`src/rtl/ema_filter_mc_if.sv`:
```
// ema_filter_mc_if: sample-in / result-out bus of the multi-channel EMA filter.
//   in_valid/in_ready/in_ch/x_in/alpha_shift : sample handshake and payload
//   flush                                    : one-cycle pulse, un-seeds all channels
//   out_valid/out_ready/out_ch/y_out         : result handshake and payload
//   err_ch                                   : sticky invalid-channel flag
// master = sample source / result consumer side, slave = filter side.
interface ema_filter_mc_if #(
    parameter int W  = 8,
    parameter int CW = 2,
    parameter int KW = 3
);
    logic          in_valid;
    logic          in_ready;
    logic [CW-1:0] in_ch;
    logic [W-1:0]  x_in;
    logic [KW-1:0] alpha_shift;
    logic          flush;
    logic          out_valid;
    logic          out_ready;
    logic [CW-1:0] out_ch;
    logic [W-1:0]  y_out;
    logic          err_ch;

    modport master (
        output in_valid, in_ch, x_in, alpha_shift, flush, out_ready,
        input  in_ready, out_valid, out_ch, y_out, err_ch
    );

    modport slave (
        input  in_valid, in_ch, x_in, alpha_shift, flush, out_ready,
        output in_ready, out_valid, out_ch, y_out, err_ch
    );
endinterface

```
`src/rtl/ema_filter_mc.sv`:
```
// ema_filter_mc: time-multiplexed exponential moving average, y += (x - y) * 2^-k,
// for CH interleaved channels. Each channel keeps a W+F bit accumulator and a
// seeded flag; the first sample of a channel (or any sample with k == 0) loads
// the accumulator directly. One output register with valid/ready backpressure.
// Ports:
//   clk   : rising-edge clock
//   reset : synchronous active-high reset
//   bus   : ema_filter_mc_if slave modport (sample in, result out, flush, err_ch)
module ema_filter_mc #(
    parameter int W    = 8,
    parameter int F    = 8,
    parameter int CH   = 4,
    parameter int KMAX = 7
) (
    input  logic           clk,
    input  logic           reset,
    ema_filter_mc_if.slave bus
);
    localparam int CW = (CH > 1) ? $clog2(CH) : 1;
    localparam int KW = $clog2(KMAX + 1);
    localparam int AW = W + F;

    logic [AW-1:0]        acc_r [CH];
    logic [CH-1:0]        seeded_r;
    logic                 out_valid_r;
    logic [CW-1:0]        out_ch_r;
    logic [W-1:0]         y_r;
    logic                 err_r;

    logic                 in_ready_s;
    logic                 accept_s;
    logic                 ch_bad_s;
    logic                 load_s;
    logic                 use_seed_s;
    logic [KW-1:0]        k_s;
    logic [AW-1:0]        acc_cur_s;
    logic [AW-1:0]        xs_s;
    logic [AW-1:0]        acc_next_s;
    logic signed [AW:0]   diff_s;
    logic signed [AW:0]   step_s;
    logic signed [AW:0]   sum_s;
    logic [AW:0]          rnd_s;
    logic [W:0]           y_full_s;
    logic [W-1:0]         y_s;

    // Channel range check only exists when the index field can encode more than CH values.
    if ((1 << CW) > CH) begin : g_chk
        assign ch_bad_s = (bus.in_ch >= CW'(CH));
    end else begin : g_nochk
        assign ch_bad_s = 1'b0;
    end

    // Shift clamp only exists when alpha_shift can encode values above KMAX.
    if (KMAX < (1 << KW) - 1) begin : g_clamp
        assign k_s = (bus.alpha_shift > KW'(KMAX)) ? KW'(KMAX) : bus.alpha_shift;
    end else begin : g_noclamp
        assign k_s = bus.alpha_shift;
    end

    // Single output register: a new sample may enter whenever the register is free or draining.
    assign in_ready_s = !out_valid_r || bus.out_ready;
    assign accept_s   = bus.in_valid && in_ready_s;
    assign load_s     = accept_s && !ch_bad_s;

    // Filter arithmetic for the channel addressed by the incoming sample.
    always_comb begin
        acc_cur_s  = acc_r[bus.in_ch];
        xs_s       = {bus.x_in, {F{1'b0}}};
        // A coincident flush un-seeds the channel before this sample is applied.
        use_seed_s = !seeded_r[bus.in_ch] || bus.flush || (k_s == {KW{1'b0}});
        diff_s     = $signed({1'b0, xs_s}) - $signed({1'b0, acc_cur_s});
        // Arithmetic shift floors toward minus infinity, so a falling input converges exactly.
        step_s     = diff_s >>> k_s;
        sum_s      = $signed({1'b0, acc_cur_s}) + step_s;
        if (use_seed_s) begin
            acc_next_s = xs_s;
        end else begin
            // Result always lies between acc and xs, so the top bit is never needed.
            acc_next_s = AW'(sum_s);
        end
        rnd_s    = {1'b0, acc_next_s} + ((AW + 1)'(1) << (F - 1));
        y_full_s = (W + 1)'(rnd_s >> F);
        if (y_full_s[W]) begin
            y_s = {W{1'b1}};
        end else begin
            y_s = y_full_s[W-1:0];
        end
    end

    // Channel state, sticky error flag and output register update.
    always_ff @(posedge clk) begin
        if (reset) begin
            for (int i = 0; i < CH; i++) begin
                acc_r[i] <= {AW{1'b0}};
            end
            seeded_r    <= {CH{1'b0}};
            out_valid_r <= 1'b0;
            out_ch_r    <= {CW{1'b0}};
            y_r         <= {W{1'b0}};
            err_r       <= 1'b0;
        end else begin
            if (bus.flush) begin
                seeded_r <= {CH{1'b0}};
            end
            // Later assignment wins, so a sample coincident with flush leaves its channel seeded.
            if (load_s) begin
                acc_r[bus.in_ch]    <= acc_next_s;
                seeded_r[bus.in_ch] <= 1'b1;
            end
            if (accept_s && ch_bad_s) begin
                err_r <= 1'b1;
            end
            if (load_s) begin
                out_valid_r <= 1'b1;
                out_ch_r    <= bus.in_ch;
                y_r         <= y_s;
            end else if (bus.out_ready) begin
                out_valid_r <= 1'b0;
            end
        end
    end

    assign bus.in_ready  = in_ready_s;
    assign bus.out_valid = out_valid_r;
    assign bus.out_ch    = out_ch_r;
    assign bus.y_out     = y_r;
    assign bus.err_ch    = err_r;
endmodule
```
`src/flat_wrapper.sv`:
```
// flat-port wrapper written by rule: the top's interface ports become plain ports
module ema_filter_mc_flat 
#(
    parameter int W    = 8,
    parameter int F    = 8,
    parameter int CH   = 4,
    parameter int KMAX = 7
)
  (clk, reset, bus_in_valid, bus_in_ch, bus_x_in, bus_alpha_shift, bus_flush, bus_out_ready, bus_in_ready, bus_out_valid, bus_out_ch, bus_y_out, bus_err_ch);
  ema_filter_mc_if #(.W(W)) bus_i ();
  input  logic clk;
  input  logic reset;
  input wire logic [$bits(bus_i.in_valid)-1:0] bus_in_valid;
  input wire logic [$bits(bus_i.in_ch)-1:0] bus_in_ch;
  input wire logic [$bits(bus_i.x_in)-1:0] bus_x_in;
  input wire logic [$bits(bus_i.alpha_shift)-1:0] bus_alpha_shift;
  input wire logic [$bits(bus_i.flush)-1:0] bus_flush;
  input wire logic [$bits(bus_i.out_ready)-1:0] bus_out_ready;
  output wire logic [$bits(bus_i.in_ready)-1:0] bus_in_ready;
  output wire logic [$bits(bus_i.out_valid)-1:0] bus_out_valid;
  output wire logic [$bits(bus_i.out_ch)-1:0] bus_out_ch;
  output wire logic [$bits(bus_i.y_out)-1:0] bus_y_out;
  output wire logic [$bits(bus_i.err_ch)-1:0] bus_err_ch;
  assign bus_i.in_valid = bus_in_valid;
  assign bus_i.in_ch = bus_in_ch;
  assign bus_i.x_in = bus_x_in;
  assign bus_i.alpha_shift = bus_alpha_shift;
  assign bus_i.flush = bus_flush;
  assign bus_i.out_ready = bus_out_ready;
  assign bus_in_ready = bus_i.in_ready;
  assign bus_out_valid = bus_i.out_valid;
  assign bus_out_ch = bus_i.out_ch;
  assign bus_y_out = bus_i.y_out;
  assign bus_err_ch = bus_i.err_ch;
  ema_filter_mc #(.W(W), .F(F), .CH(CH), .KMAX(KMAX)) u_core (.clk(clk), .reset(reset), .bus(bus_i));
endmodule
```
`config.mk`:
```
export PLATFORM = sky130hd
export DESIGN_NAME = ema_filter_mc_flat
export DESIGN_NICKNAME = d
export VERILOG_FILES = /design/src/rtl/ema_filter_mc_if.sv /design/src/rtl/ema_filter_mc.sv /design/src/flat_wrapper.sv
export SDC_FILE = /design/constraint.sdc
export NUM_CORES = 1
export LEC_CHECK = 0
export CORE_MARGIN = 4
export CORE_UTILIZATION = 47
export DETAILED_ROUTE_END_ITERATION = 7
export PLACE_DENSITY_LB_ADDON = 0.15
export SLEW_MARGIN = 10
export SYNTH_ARGS = -nofsm -noshare
export SYNTH_HDL_FRONTEND = slang
export SYNTH_SLANG_ARGS = --single-unit
export TNS_END_PERCENT = 100
```
`constraint.sdc`:
```
create_clock -name clk -period 17.5 [get_ports clk]
set_clock_uncertainty 0.15 [all_clocks]
set_input_delay 3.5 -clock clk [delete_from_list [all_inputs] [get_ports clk]]
set_output_delay 3.5 -clock clk [all_outputs]
set_load 0.01 [all_outputs]
```
==> flow_summary.toml, run 1 <==
[clocking]
cts_sinks = 79
clk_pin_slew_worst_paths_ns = 0.06
h-tree-depth = 3
cts_tree = "built"
clockBufferDepth = 2
ctsHoldBuffers = 0
cts-resized-gates = 0
cts-root-buf = "clkbuf_16"
cts_buffers = 9
post_cts_buffers = 0
insertion_delay_ns = 0.33

[layout]
fin_util = 0.5352
finalNetCount = 620
drive_gt1_frac = 0.09391
synthToLayoutAreaGrowth_pct = 10.15
final_cell_mix = "nor2_1, edfxtp_1, nand2_1"
antennaDiodeCount = 0
final_common_cell = "nor2_1"
fillCellCount = 1027

[drt]
post_drt_wl_per_cell_um = 18.79
via_per_inst = 5.951
postRouteAntennaNets = 0
drc = 0
wl_um = 13490
via_count = 4273
drt_first_pass_iters = 4
drt_iter0_drc = 318

[synthesis]
yosys.area_share.xor_xnor = 0.03600
synth_area_leader_cell = "edfxtp_1"
synth_fp_nets = 608
syn_area_per_cell_sq_um = 10.03
synth_edf_count = 64
synth_compound_area_frac = 0.1460
synthTopCellsByArea = "edfxtp_1, ha_1, nor2_1"
synth.area.mux_share = 0.1263
ys.flop_type = "edfxtp_1"
synthDistinctLibCells = 65
synth_top_area_frac = 0.3435
synth_seq_cells = 79
syn_area_sq_mm = 0.005595
synth-simple-area-share = 0.1697
synth-adder-area-share = 0.07290
synth_top_family_by_area = "simple AND/OR/NAND/NOR gates"
yosysWarnings = 0
async_flop_share = 0
seq_area_frac_synth = 0.3971
syn_inst = 558

[power_and_ir_drop]
ir_drop_mv = 0.05241
power_leakage_nw = 2.398
power_frac_comb = 0.330
power_mw = 0.5760
internal-power_mw = 0.3954
power_density_mw_per_mm2 = 93.45
seqPwrFrac = 0.375
swShare = 0.3135
p_sw_mw = 0.1806
clkPwrFrac = 0.295

[placed_design]
dpl.hpwl_um = 9920
place.gp.congestion = 0.8766
port_buffers = 29

[global_route]
antenna_found_initial = 0
grt_overflow_total = 0
grt_use_total = 0.2098
grt_first_pass_wirelength_um = 22160
grt_pass1_vias = 4361
grt_start_max_net_pins = 27

[setup_path]
slowest_delay_ns = 1.14
worst_ep_required_time_ns = 17.54
cpMostUsedCell = "o21ai_0"
cp_slowest_cell = "clkdlybuf4s50_1"
worstPathMaxFanout = 22
crit_arrival_ns = 10.57
path_cells = "clkdlybuf4s50_1 -> mux4_1 -> nor3_1 -> a31oi_1 -> o21bai_1 -> a21boi_0 -> xnor2_1 -> o21ai_0 -> mux2_2 -> mux2i_1 -> ha_1 -> a2111o_1 -> o21ai_0 -> xor2_1 -> nor2_1 -> a21oi_1 -> inv_1 -> ha_1 -> o21ai_0 -> nor4b_1 -> and4bb_2 -> a2111oi_0"
r2r_slack_ns = 10.83
setup.worst_path.class = "primary input to register"
end_kind = "register"
startpoint_type = "primary input"

[sta]
hold_viol = 0
timing.final.crit_share = 0.6018
relSlewSlack = 0.3170
min_period_ns = 10.53
final_max_slew_viol_count = 0
setup_tns_ns = 0
setup_viol = 0
hold_ws_ns = 0.2923
fmax_mhz = 94.95
grt_setup_unrepaired = "false"
worst_pin_slew_ns = 1.021

[die]
coreArea_sq_mm = 0.01152
die_area_sq_mm = 0.01371
num_rows = 39
die_h_um = 117.1
top_level_ports = 31
die_x_um = 117.1
initial_core_util = 0.4859

[status]
status = "finished clean"

[flow_run]
drv_cap = 0

[worst_hold_path]
min_path_type = "register to register"
## flip-flops by register name (all words and copies together), names as in the netlist
signal and cells:
u_core.acc_r 64, u_core.bus.out_ch 2, u_core.bus.out_valid 1, u_core.bus.y_out 8, u_core.seeded_r 4
## path summary, 6_finish.rpt
path                                                        from                          endpoint  cells after the start
worst max-delay path                                bus_in_ch[1]  u_core.bus.y_out[7]$_SDFFE_PP0P_                     22
worst min-delay path               u_core.seeded_r[1]$_SDFF_PP0_     u_core.seeded_r[1]$_SDFF_PP0_                      2
worst max register to register  u_core.acc_r[1][2]$_SDFFCE_PN0P_  u_core.bus.y_out[7]$_SDFFE_PP0P_                     21
worst min register to register     u_core.seeded_r[1]$_SDFF_PP0_     u_core.seeded_r[1]$_SDFF_PP0_                      2
## area by class of cell
class,instances,area (sq um),area share
Sequential cell,79,2222,0.3605
Timing Repair Buffer,31,305.3,0.04953
Clock buffer,15,267.8,0.04344
Inverter,26,97.59,0.01583
Multi-Input combinational cell,423,3087,0.5008
Tap cell,143,178.9,0.02903
Clock inverter,1,5.005,0.0008120
## cell families after synthesis
| logic type | Yosys count |
|---|---|
| adder cells (fa/ha/maj) | 32 |
| other | 1 |
| buffers and inverters | 56 |
| AND/OR/NAND/NOR | 200 |
| multiplexers | 46 |
| flip-flops | 79 |
| XOR/XNOR | 23 |
| AO/OA/AOI/OAI | 121 |
## through the flow
stage / area, sq um / std cells / worst slack, ns
2_1_floorplan: 5595 / 558 / 8.077
3_3_place_gp: 5891 / 702 / 6.770
3_5_place_dp: 5891 / 702 / 6.683
4_1_cts: 6163 / 718 / 7.025
5_1_grt: 6163 / 718 / 6.466
6_report: 6163 / 718 / 6.968
## Yosys cell counts, types with 3 or more instances
cell type  count
mux4_1         4
mux4_2        12
nand2b_1      13
and2_1         5
clkbuf_8       5
a31oi_1        6
and3_1         3
nor2_1        90
clkbuf_1      19
nand2_1       41
nand4_1        6
ha_1          31
a21o_1         7
inv_1         25
mux2i_1       18
a211oi_1       7
or3_1          8
o21ai_0       26
a21oi_1       40
dfxtp_1       15
a311oi_2       3
nor3_1        11
nor4_1         3
o21bai_1       3
nand3_1        7
a21boi_0       3
xor2_1         5
mux2_2        10
edfxtp_1      64
xnor2_1       18
o21a_1         8
buf_6          3
## metal layers
metal	part of all wire	vias to the layer above	routed length [um]	track usage
met4	0.012	0	164	0.06346
li1	-	2059	-	-
met2	0.47	140	6315	0.3436
met5	0	-	0	0
met1	0.46	2060	6267	0.2908
met3	0.055	14	741	0.03033
## power groups by stage
stage | sequential (mW) | combinational [mW] | clock, mW
finish | 0.216 | 0.190 | 0.170
global route | 0.217 | 0.212 | 0.181
CTS | 0.216 | 0.189 | 0.172
detailed placement | 0.220 | 0.187 | 0
global placement | 0.219 | 0.186 | 0
floorplan | 0.219 | 0.143 | 0
## critical path, delay by kind of cell
| family | cells | cell delay (ns) |
|---|---|---|
| AO/OA/AOI/OAI | 9 | 2.47 |
| XOR/XNOR | 2 | 0.45 |
| adder cells (fa/ha/maj) | 2 | 0.58 |
| buffers and inverters | 2 | 1.23 |
| multiplexers | 3 | 1.03 |
| AND/OR/NAND/NOR | 4 | 1.29 |
Power figures use the tool's default switching activity.
==> run 2: changes to the inputs <==
==> constraint.sdc (replaced) <==
create_clock -name clk -period 9.6 [get_ports clk]
set_clock_uncertainty 0.15 [all_clocks]
set_input_delay 1.92 -clock clk [delete_from_list [all_inputs] [get_ports clk]]
set_output_delay 1.92 -clock clk [all_outputs]
set_load 0.01 [all_outputs]
==> run 2 against run 1 <==
  * Via count down 0.30%
  * Sequential share of layout area down 0.64 points
  * Setup slack got worse by 6.0 ns
  * Global-route usage decreased by 0.074 points
  * Worst hold slack improved by 0.0052 ns
  * Critical path type unchanged
  * Largest cell class unchanged
==> flow_summary.toml, run 2 (synthesis gave the netlist of run 1 again) <==
[status]
status = "finished clean"

[global_route]
use_met1 = 0.2924
grt_first_pass_wirelength_um = 21840
grt_pass1_vias = 4248
antenna_found_initial = 0
gr-max-usage-layer = "met2"
grt_overflow_total = 0
use_met2 = 0.3311
grt_use_total = 0.2091
grt_use_met3 = 0.03548
grt_start_max_net_pins = 27

[layout]
fillCellCount = 1025
drive_gt1_frac = 0.1069
finalNetCount = 625
multiInputGateArea_sq_mm = 0.003087
final_common_cell = "nor2_1"
largest_reg_flops = 64
antennaDiodeCount = 0
fin_util = 0.5449
regMostFlops = "u_core.acc_r"
final_cell_mix = "nor2_1, edfxtp_1, nand2_1"
synthToLayoutAreaGrowth_pct = 12.14
regArea_sq_mm = 0.002222

[power_and_ir_drop]
power_frac_comb = 0.310
internal-power_mw = 0.7815
power_mw = 1.121
seqPwrFrac = 0.351
power_leakage_nw = 2.456
p_sw_mw = 0.3398
swShare = 0.3031
power_density_mw_per_mm2 = 178.7
clkPwrFrac = 0.339
ir_drop_mv = 0.1174

[placed_design]
port_buffers = 29
pre_cts_ws_ns = 0.7336
dpl.hpwl_um = 9907
place.gp.congestion = 0.8579

[setup_path]
worstPathMaxFanout = 8
r2r-start = "u_core.acc_r[1][2]$_SDFFCE_PN0P_"
startpoint_type = "primary input"
crit_arrival_ns = 8.62
r2r-end = "u_core.bus.y_out[7]$_SDFFE_PP0P_"
worst_ep_required_time_ns = 9.63
r2r_slack_ns = 3.19
setup.worst_path.class = "primary input to register"
end_kind = "register"
ff2ff_path_depth = 18

[clocking]
cts_tree = "built"
clk_pin_slew_worst_paths_ns = 0.06
h-tree-depth = 3
cts-root-buf = "clkbuf_16"
insertion_delay_ns = 0.33
cts_sinks = 79
cts-resized-gates = 0
clockBufferDepth = 2
ctsHoldBuffers = 0
post_cts_buffers = 0
cts_buffers = 9

[worst_hold_path]
hold_path_end = "u_core.seeded_r[2]$_SDFF_PP0_"
min_path_type = "register to register"
holdCritStartpoint = "u_core.seeded_r[2]$_SDFF_PP0_"
whs_path_depth = 2

[die]
die_h_um = 117.1
initial_core_util = 0.4859
die_area_sq_mm = 0.01371
coreArea_sq_mm = 0.01152
die_x_um = 117.1
top_level_ports = 31
num_rows = 39

[sta]
min_period_ns = 8.590
fin_ws_ns = 1.010
relSlewSlack = 0.3363
fmax_mhz = 116.4
hold_ws_ns = 0.2975
final_max_slew_viol_count = 0
worst_pin_slew_ns = 0.9956
hold_viol = 0
timing.final.crit_share = 0.8948
grt_setup_unrepaired = "false"
setup_tns_ns = 0
setup_viol = 0

[drt]
drt_first_pass_iters = 4
postRouteAntennaNets = 0
drt_iter0_drc = 358
drc = 0
wl_um = 13490
via_count = 4260
via_per_inst = 5.892
post_drt_wl_per_cell_um = 18.66

[flow_run]
drv_cap = 0
## run 2: through the flow
step,cell area [sq um],cells
2_1_floorplan,5595,558
3_3_place_gp,5928,707
3_5_place_dp,5928,707
4_1_cts,6275,723
5_1_grt,6275,723
6_report,6275,723
## run 2: layer usage
layer,part of all wire,routed length (um),vias to the layer above
met2,0.45,6104,135
li1,-,-,2074
met4,0.022,298,0
met3,0.049,661,23
met1,0.48,6424,2028
met5,0,0,-
## run 2: critical path, stage by stage
cell and delay (ns):
clkdlybuf4s50_1 0.61, buf_4 0.22, buf_4 0.16, mux4_2 0.55, inv_1 0.10, ha_1 0.22
nor3b_4 0.33, a31oi_1 0.16, o21bai_1 0.24, a21boi_0 0.16, xnor2_1 0.24, o21ai_0 0.13
mux2_2 0.34, mux2i_1 0.15, ha_1 0.36, a2111o_1 0.43, o21a_1 0.23, or3_1 0.36
a31oi_1 0.56, o21ai_0 0.25, nor4b_1 0.21, and4bb_2 0.25, a2111oi_0 0.45
## run 2: layout make-up
cell class | count | area share
multi-input cells | 423 | 0.4919
flip-flops and latches | 79 | 0.3541
repair buffers | 36 | 0.05464
clock buffers | 13 | 0.04845
well taps | 143 | 0.02851
inverters | 26 | 0.01555
clock inverters | 3 | 0.006780
## run 2: worst max path at each step
stage / from / endpoint / cells after the start
after CTS: bus_in_ch[0] / u_core.bus.y_out[7]$_SDFFE_PP0P_ / 26
after detailed placement: bus_in_ch[0] / u_core.bus.y_out[7]$_SDFFE_PP0P_ / 26
after global placement: bus_in_ch[0] / u_core.bus.y_out[7]$_SDFFE_PP0P_ / 27
after global routing: bus_in_ch[0] / u_core.bus.y_out[7]$_SDFFE_PP0P_ / 26
after floorplan: bus_in_ch[0] / u_core.bus.y_out[5]$_SDFFE_PP0P_ / 25
final: bus_in_ch[0] / u_core.bus.y_out[7]$_SDFFE_PP0P_ / 23
## run 2: power by group through the flow
| stage | combinational [mW] | clock (mW) | sequential, mW |
|---|---|---|---|
| floorplan | 0.261 | 0 | 0.400 |
| global placement | 0.340 | 0 | 0.400 |
| detailed placement | 0.344 | 0 | 0.401 |
| CTS | 0.346 | 0.385 | 0.394 |
| global route | 0.386 | 0.402 | 0.395 |
| finish | 0.347 | 0.380 | 0.393 |
==> run 3: changes to the inputs <==
--- a/config.mk
+++ b/config.mk
@@ -5,7 +5,6 @@
 export SDC_FILE = /design/constraint.sdc
 export NUM_CORES = 1
 export LEC_CHECK = 0
-export CORE_MARGIN = 4
 export CORE_UTILIZATION = 47
 export DETAILED_ROUTE_END_ITERATION = 7
 export PLACE_DENSITY_LB_ADDON = 0.15
==> run 3 against run 2 <==
  * Clock power decreased by 5.8%
  * Sequential cell count unchanged
  * Global-route usage increased by 1.6 points
  * Routed wire length decreased by 2.2%
  * Non-clock buffer count unchanged
  * Critical path depth decreased by 3
  * Fmax increased by 2.4%
  * Largest power group unchanged
  * The run now ends with design-rule violations left
  * Highest routed layer unchanged
  * Worst hold slack got worse by 0.0047 ns
  * Clock-buffer cell count decreased by 4
  * First-iteration DRC count decreased by 14%
  * Power decreased by 2.2%
==> flow_summary.toml, run 3 (synthesis gave the netlist of run 1 again) <==
[status]
status = "finished with violations"
violations = "design-rule violations"

[setup_path]
ff2ff_path_depth = 19
worst_ep_required_time_ns = 9.68
end_kind = "register"
r2r_slack_ns = 3.25
worstPathMaxFanout = 13
crit_arrival_ns = 8.47
setup.worst_path.class = "primary input to register"
startpoint_type = "primary input"
r2r-start = "u_core.acc_r[3][1]$_DFFE_PP_"
r2r-end = "u_core.bus.y_out[5]$_SDFFE_PP0P_"

[clocking]
cts_tree = "built"
post_cts_buffers = 0
ctsHoldBuffers = 0
insertion_delay_ns = 0.34
clockBufferDepth = 2
h-tree-depth = 3
clk_pin_slew_worst_paths_ns = 0.06
cts_sinks = 79
cts_buffers = 9
cts-root-buf = "clkbuf_16"
cts-resized-gates = 0

[layout]
synthToLayoutAreaGrowth_pct = 11.54
fillCellCount = 1047
final_cell_mix = "nor2_1, edfxtp_1, nand2_1"
regArea_sq_mm = 0.002222
final_common_cell = "nor2_1"
antennaDiodeCount = 0
drive_gt1_frac = 0.1069
largest_reg_flops = 64
multiInputGateArea_sq_mm = 0.003087
regMostFlops = "u_core.acc_r"
finalNetCount = 625

[global_route]
grt_first_pass_wirelength_um = 21510
grt_pass1_vias = 4276
grt_overflow_total = 0
antenna_found_initial = 0
grt_use_total = 0.2248
grt_start_max_net_pins = 27

[placed_design]
port_buffers = 29
pre_cts_ws_ns = 0.9160
place.gp.congestion = 0.8065
dpl.hpwl_um = 9793

[sta]
fin_ws_ns = 1.211
worst_pin_slew_ns = 0.9957
setup_viol = 0
setup_tns_ns = 0
relSlewSlack = 0.3362
fmax_mhz = 119.2
min_period_ns = 8.389
hold_viol = 0
grt_setup_unrepaired = "false"
timing.final.crit_share = 0.8738
final_max_slew_viol_count = 0

[die]
num_rows = 39
coreArea_sq_mm = 0.01152
top_level_ports = 31
initial_core_util = 0.4859
die_x_um = 111.1
die_area_sq_mm = 0.01235
die_h_um = 111.1

[drt]
drt_iter0_drc = 309
drt_first_pass_iters = 8
via_per_inst = 5.935
postRouteAntennaNets = 0
drc = 2
wl_um = 13200
post_drt_wl_per_cell_um = 18.25
via_count = 4291

[power_and_ir_drop]
ir_drop_mv = 0.09706
power_leakage_nw = 2.445
power_density_mw_per_mm2 = 175.8

[worst_hold_path]
whs_path_depth = 2
min_path_type = "register to register"
holdCritStartpoint = "u_core.seeded_r[2]$_SDFF_PP0_"
hold_path_end = "u_core.seeded_r[2]$_SDFF_PP0_"

[flow_run]
drv_cap = 0
-- run 3: cell types whose count changed in the layout (fill, tap and decap cells not counted) --
cell / before / now
clkbuf_16: 12 / 9
clkinv_4: 0 / 1
clkinvlp_4: 1 / 0
clkinv_1: 0 / 1
clkbuf_1: 1 / 0
bufinv_16: 1 / 2
clkinv_2: 1 / 3
-- run 3: worst max-delay path by stage --
| stage | from | to | slack [ns] | cells past startpoint |
|---|---|---|---|---|
| 3_3_place_gp | bus_in_ch[1] | u_core.bus.y_out[7]$_SDFFE_PP0P_ | 0.99 | 21 |
| 6_report | bus_in_ch[1] | u_core.bus.y_out[5]$_SDFFE_PP0P_ | 1.21 | 20 |
| 3_5_place_dp | bus_in_ch[1] | u_core.bus.y_out[7]$_SDFFE_PP0P_ | 0.92 | 21 |
| 5_1_grt | bus_in_ch[1] | u_core.bus.y_out[5]$_SDFFE_PP0P_ | 0.78 | 23 |
| 2_1_floorplan | bus_in_ch[0] | u_core.bus.y_out[5]$_SDFFE_PP0P_ | 1.76 | 25 |
| 4_1_cts | bus_in_ch[1] | u_core.bus.y_out[7]$_SDFFE_PP0P_ | 1.25 | 21 |
-- run 3: per-stage QoR --
stage               hold slack [ns]    util  cells  instance area [sq um]  power (mW)
finish                       0.2928  0.5419    723                   6241       1.097
detailed placement           0.2861  0.5148    707                   5928      0.7430
global placement             0.2783  0.5148    707                   5928      0.7404
CTS                          0.2956  0.5419    723                   6241       1.096
floorplan                    0.2685       -    558                   5595      0.6606
global route                 0.3093  0.5419    723                   6241       1.151
-- run 3: metal layers --
metal,vias to the layer above,global-route usage,wire (um)
met4,0,0.09730,335
li1,2082,-,-
met1,2070,0.3060,6261
met2,113,0.3631,6070
met3,26,0.02624,528
met5,-,0,0
-- run 3: final cells by class --
cell class              count  share of cell area
clock buffers               9             0.03609
clock inverters             7             0.01403
inverters                  26             0.01564
flip-flops and latches     79              0.3561
repair buffers             36             0.05493
multi-input cells         423              0.4946
well taps                 143             0.02867
-- run 3: power breakdown --
part / leakage, nW / switching, mW / internal [mW] / total, mW
Combinational: 1.49 / 0.201 / 0.145 / 0.346
Clock: 0.157 / 0.132 / 0.226 / 0.358
Sequential: 0.797 / 0.00542 / 0.388 / 0.393
-- run 3: worst max-delay path, stage by stage --
cell,delay [ns]
clkdlybuf4s50_1,0.87
mux4_2,0.45
inv_1,0.13
ha_1,0.21
nand2b_1,0.11
or3_2,0.44
or3_1,0.36
and2_1,0.17
o21ai_0,0.15
nand2_1,0.09
o21ai_0,0.28
mux2i_1,0.13
ha_1,0.42
a2111o_1,0.43
o21a_1,0.23
o21ai_0,0.20
a31oi_1,0.29
or4_2,0.79
or3_1,0.48
a311oi_2,0.32
